File: src/rtl/topk_pkg.sv
// Shared types and constants for the streaming K-th-maximum tracker.
// TOPK_SIGNED_EN selects two's-complement samples (empty slot = most negative value).
package topk_pkg;

  typedef enum logic [1:0] {
    IDLE    = 2'd0,
    COLLECT = 2'd1,
    REPORT  = 2'd2
  } state_t;

  // Value held by an empty slot; callers truncate to their DATA_W (<= 64).
  function automatic logic [63:0] empty_slot(input int data_w);
`ifdef TOPK_SIGNED_EN
    return 64'd1 << (data_w - 1);
`else
    return 64'd0;
`endif
  endfunction

endpackage

File: src/rtl/topk_slot.sv
// One rank of the sorted insertion array: either shifts in the value from
// the rank above, captures the new sample, or keeps its own value.
module topk_slot
  import topk_pkg::*;
#(
  parameter int DATA_W = 8
) (
  input  logic [DATA_W-1:0] sample,
  input  logic [DATA_W-1:0] cur,
  input  logic [DATA_W-1:0] above_val,
  input  logic              above_flag,
  output logic [DATA_W-1:0] next_val,
  output logic              flag
);

  logic gt;

  // Strictly greater, so an equal sample lands after the existing entry.
`ifdef TOPK_SIGNED_EN
  assign gt = $signed(sample) > $signed(cur);
`else
  assign gt = sample > cur;
`endif

  assign flag = above_flag | gt;

  always_comb begin
    next_val = cur;
    if (above_flag) begin
      next_val = above_val;
    end else if (gt) begin
      next_val = sample;
    end
  end

endmodule

File: src/rtl/topk_tracker.sv
// Streaming K-th-maximum finder: collects `count` samples per frame, keeps a
// descending top-K list and reports max / K-th largest with a done pulse.
// Handshake: a sample is consumed in any cycle where valid=1 and the block is
// collecting (COLLECT, or any state when start=1 with count!=0); no backpressure.
// Build option: TOPK_SIGNED_EN (signed samples).
module topk_tracker
  import topk_pkg::*;
#(
  parameter int DATA_W = 8,
  parameter int K      = 2,
  parameter int CNT_W  = 3
) (
  input  logic              clk,
  input  logic              rst_n,
  input  logic              start,
  input  logic [CNT_W-1:0]  count,
  input  logic              valid,
  input  logic [DATA_W-1:0] data_in,
  output logic              busy,
  output logic              done,
  output logic [DATA_W-1:0] max_out,
  output logic [DATA_W-1:0] kth_max
);

  localparam logic [DATA_W-1:0] EMPTY = DATA_W'(empty_slot(DATA_W));
  localparam logic [CNT_W-1:0]  ONE   = CNT_W'(1);

  state_t            state_q, state_d;
  logic [CNT_W-1:0]  rem_q, rem_d;
  logic [DATA_W-1:0] top_q [K];
  logic [DATA_W-1:0] top_d [K];
  logic [DATA_W-1:0] base  [K];
  logic [DATA_W-1:0] above [K];
  logic [DATA_W-1:0] ins   [K];
  logic [K:0]        flag;
  logic              do_insert;

  // A start cycle inserts into a freshly cleared list, not the old frame.
  always_comb begin
    for (int i = 0; i < K; i++) begin
      base[i] = start ? EMPTY : top_q[i];
    end
    above[0] = EMPTY;
    for (int i = 1; i < K; i++) begin
      above[i] = base[i-1];
    end
  end

  assign flag[0] = 1'b0;

  for (genvar g = 0; g < K; g++) begin : g_slot
    topk_slot #(.DATA_W(DATA_W)) u_slot (
      .sample     (data_in),
      .cur        (base[g]),
      .above_val  (above[g]),
      .above_flag (flag[g]),
      .next_val   (ins[g]),
      .flag       (flag[g+1])
    );
  end

  always_comb begin
    state_d   = state_q;
    rem_d     = rem_q;
    do_insert = 1'b0;
    if (start) begin
      if (count == '0) begin
        rem_d   = '0;
        state_d = REPORT;
      end else if (valid) begin
        do_insert = 1'b1;
        rem_d     = count - ONE;
        state_d   = (rem_d == '0) ? REPORT : COLLECT;
      end else begin
        rem_d   = count;
        state_d = COLLECT;
      end
    end else begin
      case (state_q)
        COLLECT: begin
          if (valid) begin
            do_insert = 1'b1;
            rem_d     = (rem_q != '0) ? rem_q - ONE : '0;
            if (rem_d == '0) begin
              state_d = REPORT;
            end
          end
        end
        REPORT:  state_d = IDLE;
        default: state_d = IDLE;
      endcase
    end
    for (int i = 0; i < K; i++) begin
      top_d[i] = do_insert ? ins[i] : base[i];
    end
  end

  always_ff @(posedge clk or negedge rst_n) begin
    if (!rst_n) begin
      state_q <= IDLE;
      rem_q   <= '0;
      max_out <= EMPTY;
      kth_max <= EMPTY;
      for (int i = 0; i < K; i++) begin
        top_q[i] <= EMPTY;
      end
    end else begin
      state_q <= state_d;
      rem_q   <= rem_d;
      for (int i = 0; i < K; i++) begin
        top_q[i] <= top_d[i];
      end
      // Results are captured on entry to REPORT so they are visible with done.
      if (state_d == REPORT) begin
        max_out <= top_d[0];
        kth_max <= top_d[K-1];
      end
    end
  end

  assign busy = (state_q == COLLECT);
  assign done = (state_q == REPORT);

endmodule

File: config.mk
export PLATFORM = sky130hd
export DESIGN_NAME = topk_tracker
export DESIGN_NICKNAME = d
export VERILOG_FILES = /design/src/rtl/topk_pkg.sv /design/src/rtl/topk_slot.sv /design/src/rtl/topk_tracker.sv
export SDC_FILE = /design/constraint.sdc
export NUM_CORES = 1
export LEC_CHECK = 0
export ABC_AREA = 0
export CORE_MARGIN = 3
export CORE_UTILIZATION = 44
export DETAILED_ROUTE_END_ITERATION = 6
export HOLD_SLACK_MARGIN = 0.02
export PLACE_DENSITY = 0.75
export SLEW_MARGIN = 20
export SYNTH_ARGS = -nofsm -noshare
export SYNTH_HDL_FRONTEND = slang
export SYNTH_HIERARCHICAL = 1
export SYNTH_SLANG_ARGS = --single-unit
File: constraint.sdc
create_clock -name clk -period 2.99 [get_ports clk]
set_input_delay 0.7475 -clock clk [delete_from_list [all_inputs] [get_ports clk]]
set_output_delay 0.7475 -clock clk [all_outputs]
set_load 0.01 [all_outputs]
==> results of run 1 <==
[worst min-delay path by stage]
| stage | start | to | cells past startpoint |
|---|---|---|---|
| final | kth_max[3] | kth_max[3] | 1 |
| after global routing | kth_max[6] | kth_max[6] | 1 |
| after CTS | kth_max[1] | kth_max[1] | 1 |
| after detailed placement | max_out[2] | max_out[2] | 1 |
| after global placement | kth_max[1] | kth_max[1] | 1 |
| after floorplan | rst_n | kth_max[0] | 0 |
[timing repair]
action | 4_1_cts | 5_1_grt
cloned | 3 | 0
endpoints found under the setup margin | 32 | 20
pin swaps | 14 | 24
buffers inserted | 1 | 1
gates resized for setup | 56 | 52
[critical path: stages]
cell and delay [ns]:
dlygate4sd2_1 0.28, buf_4 0.17, ha_4 0.23, nor2b_2 0.15, o211ai_1 0.37, a211oi_4 0.20, o21ai_1 0.18, a31oi_1 0.11
and2_1 0.15, mux2_4 0.28, mux2_4 0.26
[power by group through the flow]
stage	clock network, uW	registers [uW]	logic (uW)
3_3_place_gp	0	618	567
6_report	333	612	710
2_1_floorplan	0	633	342
3_5_place_dp	0	619	579
5_1_grt	361	621	760
4_1_cts	339	612	644
[per-stage QoR]
stage	instances	hold WS [ns]	TNS [ns]	worst slack (ns)
global placement	420	0.492	-14.60	-0.597
global route	430	0.536	-0.0148	-0.0107
CTS	430	0.520	-0.00266	-0.00266
floorplan	286	0.452	-2.09	-0.299
detailed placement	420	0.493	-15.91	-0.683
finish	430	0.510	0	0.0265
[layer usage]
metal / vias to the layer above / track usage, %
met4: 0 / 7.63
met5: - / 0
met3: 23 / 4.22
met1: 1190 / 29.7
met2: 101 / 34.3
li1: 1126 / -
[placed cells by master, fill, tap and decap left out, drive strengths merged]
master	n
o21ai	22
o211ai	3
nand4	4
and2	16
mux2	32
inv	18
nand3	17
mux2i	2
nand3b	3
xnor2	1
or3	1
o21a	1
a211o	2
clkbuf	5
dfrtp	37
dlygate4sd2	6
ha	19
and2b	1
nor2b	22
clkdlybuf4s50	22
nor2	21
o22ai	2
clkinv	4
nand2	8
a211oi	2
buf	44
conb	9
xor2	1
a31oi	16
a21oi	9
nand2b	1
dlymetal6s2s	2
nor3	2
[final cells by class]
cell class                 count  area, um^2
multi-input combinational    217        2100
fill                         449        1980
sequential                    37         926
timing repair buffer          74         689
tap                           75        93.8
inverter                      20        87.6
clock buffer                   5        68.8
timing repair inverter         1        8.76
clock inverter                 1        5.00
[flip-flops by register name, indices dropped and copies added (netlist names)]
register and flops:
top_q 16, kth_max 8, max_out 8, rem_q 3, state_q 2
==> flow_summary.toml, run 1 <==
[clocking]
cts-htree-levels = 2
tritoncts = "built"
cts.root.buffer_cell = "clkbuf_8"
clk_pin_slew_ns = 0.07
clock_latency_ns = 0.29
cts-root-to-sink-buffers = 2
holdBufCountCts = 0
cts-buffers-inserted = 5
cts_num_sinks = 37

[worst_setup_path]
timing.reg2reg.worst_path_depth = 13
worstReg2RegEnd = "kth_max[0]"
worstPathRequired_ns = 3.16
setup.reg_to_reg.worst_slack_ns = 0.35
critical_path.startpoint_type = "input pin"
r2r_path_start = "top_q[9]"
arrival_ns = 3.13
startpoint = "data_in[1]"
critPathKind = "input pin to flip-flop"
timing.critical_path.to_type = "flip-flop"
critical_path.endpoint = "kth_max[7]"
maximum_fanout_count_along_the_critical_path = 8

[floorplanning]
dieArea_um2 = 7170
top_level_ports = 33
floorplan.core_area_um2 = 5960
fp.dieH_um = 84.7
std_cell_rows = 28
die_x_um = 84.7
initial_cell_density_of_the_core_pct = 45.8

[global_routing]
grt_first_pass_wirelength_mm = 12.5
grt_pass1_vias = 2470
grt.total_usage_pct = 21.7
grt_antenna_before_repair = 0
grt_max_degree = 38
overflow = 0

[layout]
fin_area_um2 = 3980
insertedDiodeCount = 0
finalNetCount = 390
utilization_pct = 66.7
drive_gt1_share_pct = 43.7
syn_to_final_growth_pct = 45.9

[detailed_routing]
wl_met3_um = 581
detail_route.vias_per_cell = 5.67
drt_pre_antenna_iters = 5
detail_route.drc_violations = 0
first_iter_violations = 190
detailed_route_via_count = 2440
wl_per_cell_um = 18.6
dr_top_layer = "met4"
routedLengthMet1_mm = 3.36
met2_wire_length_mm = 3.84
drt.antenna.violating_nets = 0
routed_wl_mm = 7.98

[timing]
setup_viol = 0
clock_skew_ns = 0.0106
final.min_clock_period_ns = 2.96
tightestPinTransition_ns = 0.839
relSlewSlack_pct = 44.1
fmax_mhz = 337
final-hold-violation-count = 0
timing.final.crit_share_pct = 99.1
pins_over_their_slew_limit = 0

[synthesis]
number_of_standard_cells_after_synthesis = 278
ys_warn_count = 6
avgSynthCellArea_um2 = 9.80
syn_area_um2 = 2730

[power]
share_comb_of_total_power_pct = 42.9
pwr_density_cell_nw_per_um2 = 416
cellInternalPower_uw = 1110
report.power.total_uw = 1650
switching_share_pct = 33.1
clock_power_share_pct = 20.1
p_sw_uw = 549
vdd_drop_max_uv = 330
seqPwrFrac_pct = 37.0
static-leakage-power_uw = 0.00171

[job]
max_cap_viol_count = 0

[place]
buffer_ports.inserted = 32
gp_congestion = 0.900
placedInstanceArea_um2 = 3430
hpwl_mm = 4.96

[worst_hold_path]
timing.hold.worst.class = "flip-flop to flip-flop"

[status]
status = "complete, no violations"
Power figures use the tool's default switching activity.
==> run 2: changes to the inputs <==
CTS_CLUSTER_SIZE = 14   (was not set)
==> results of run 2 <==
The final DEF is identical to that of run 1; final timing and power are the same.
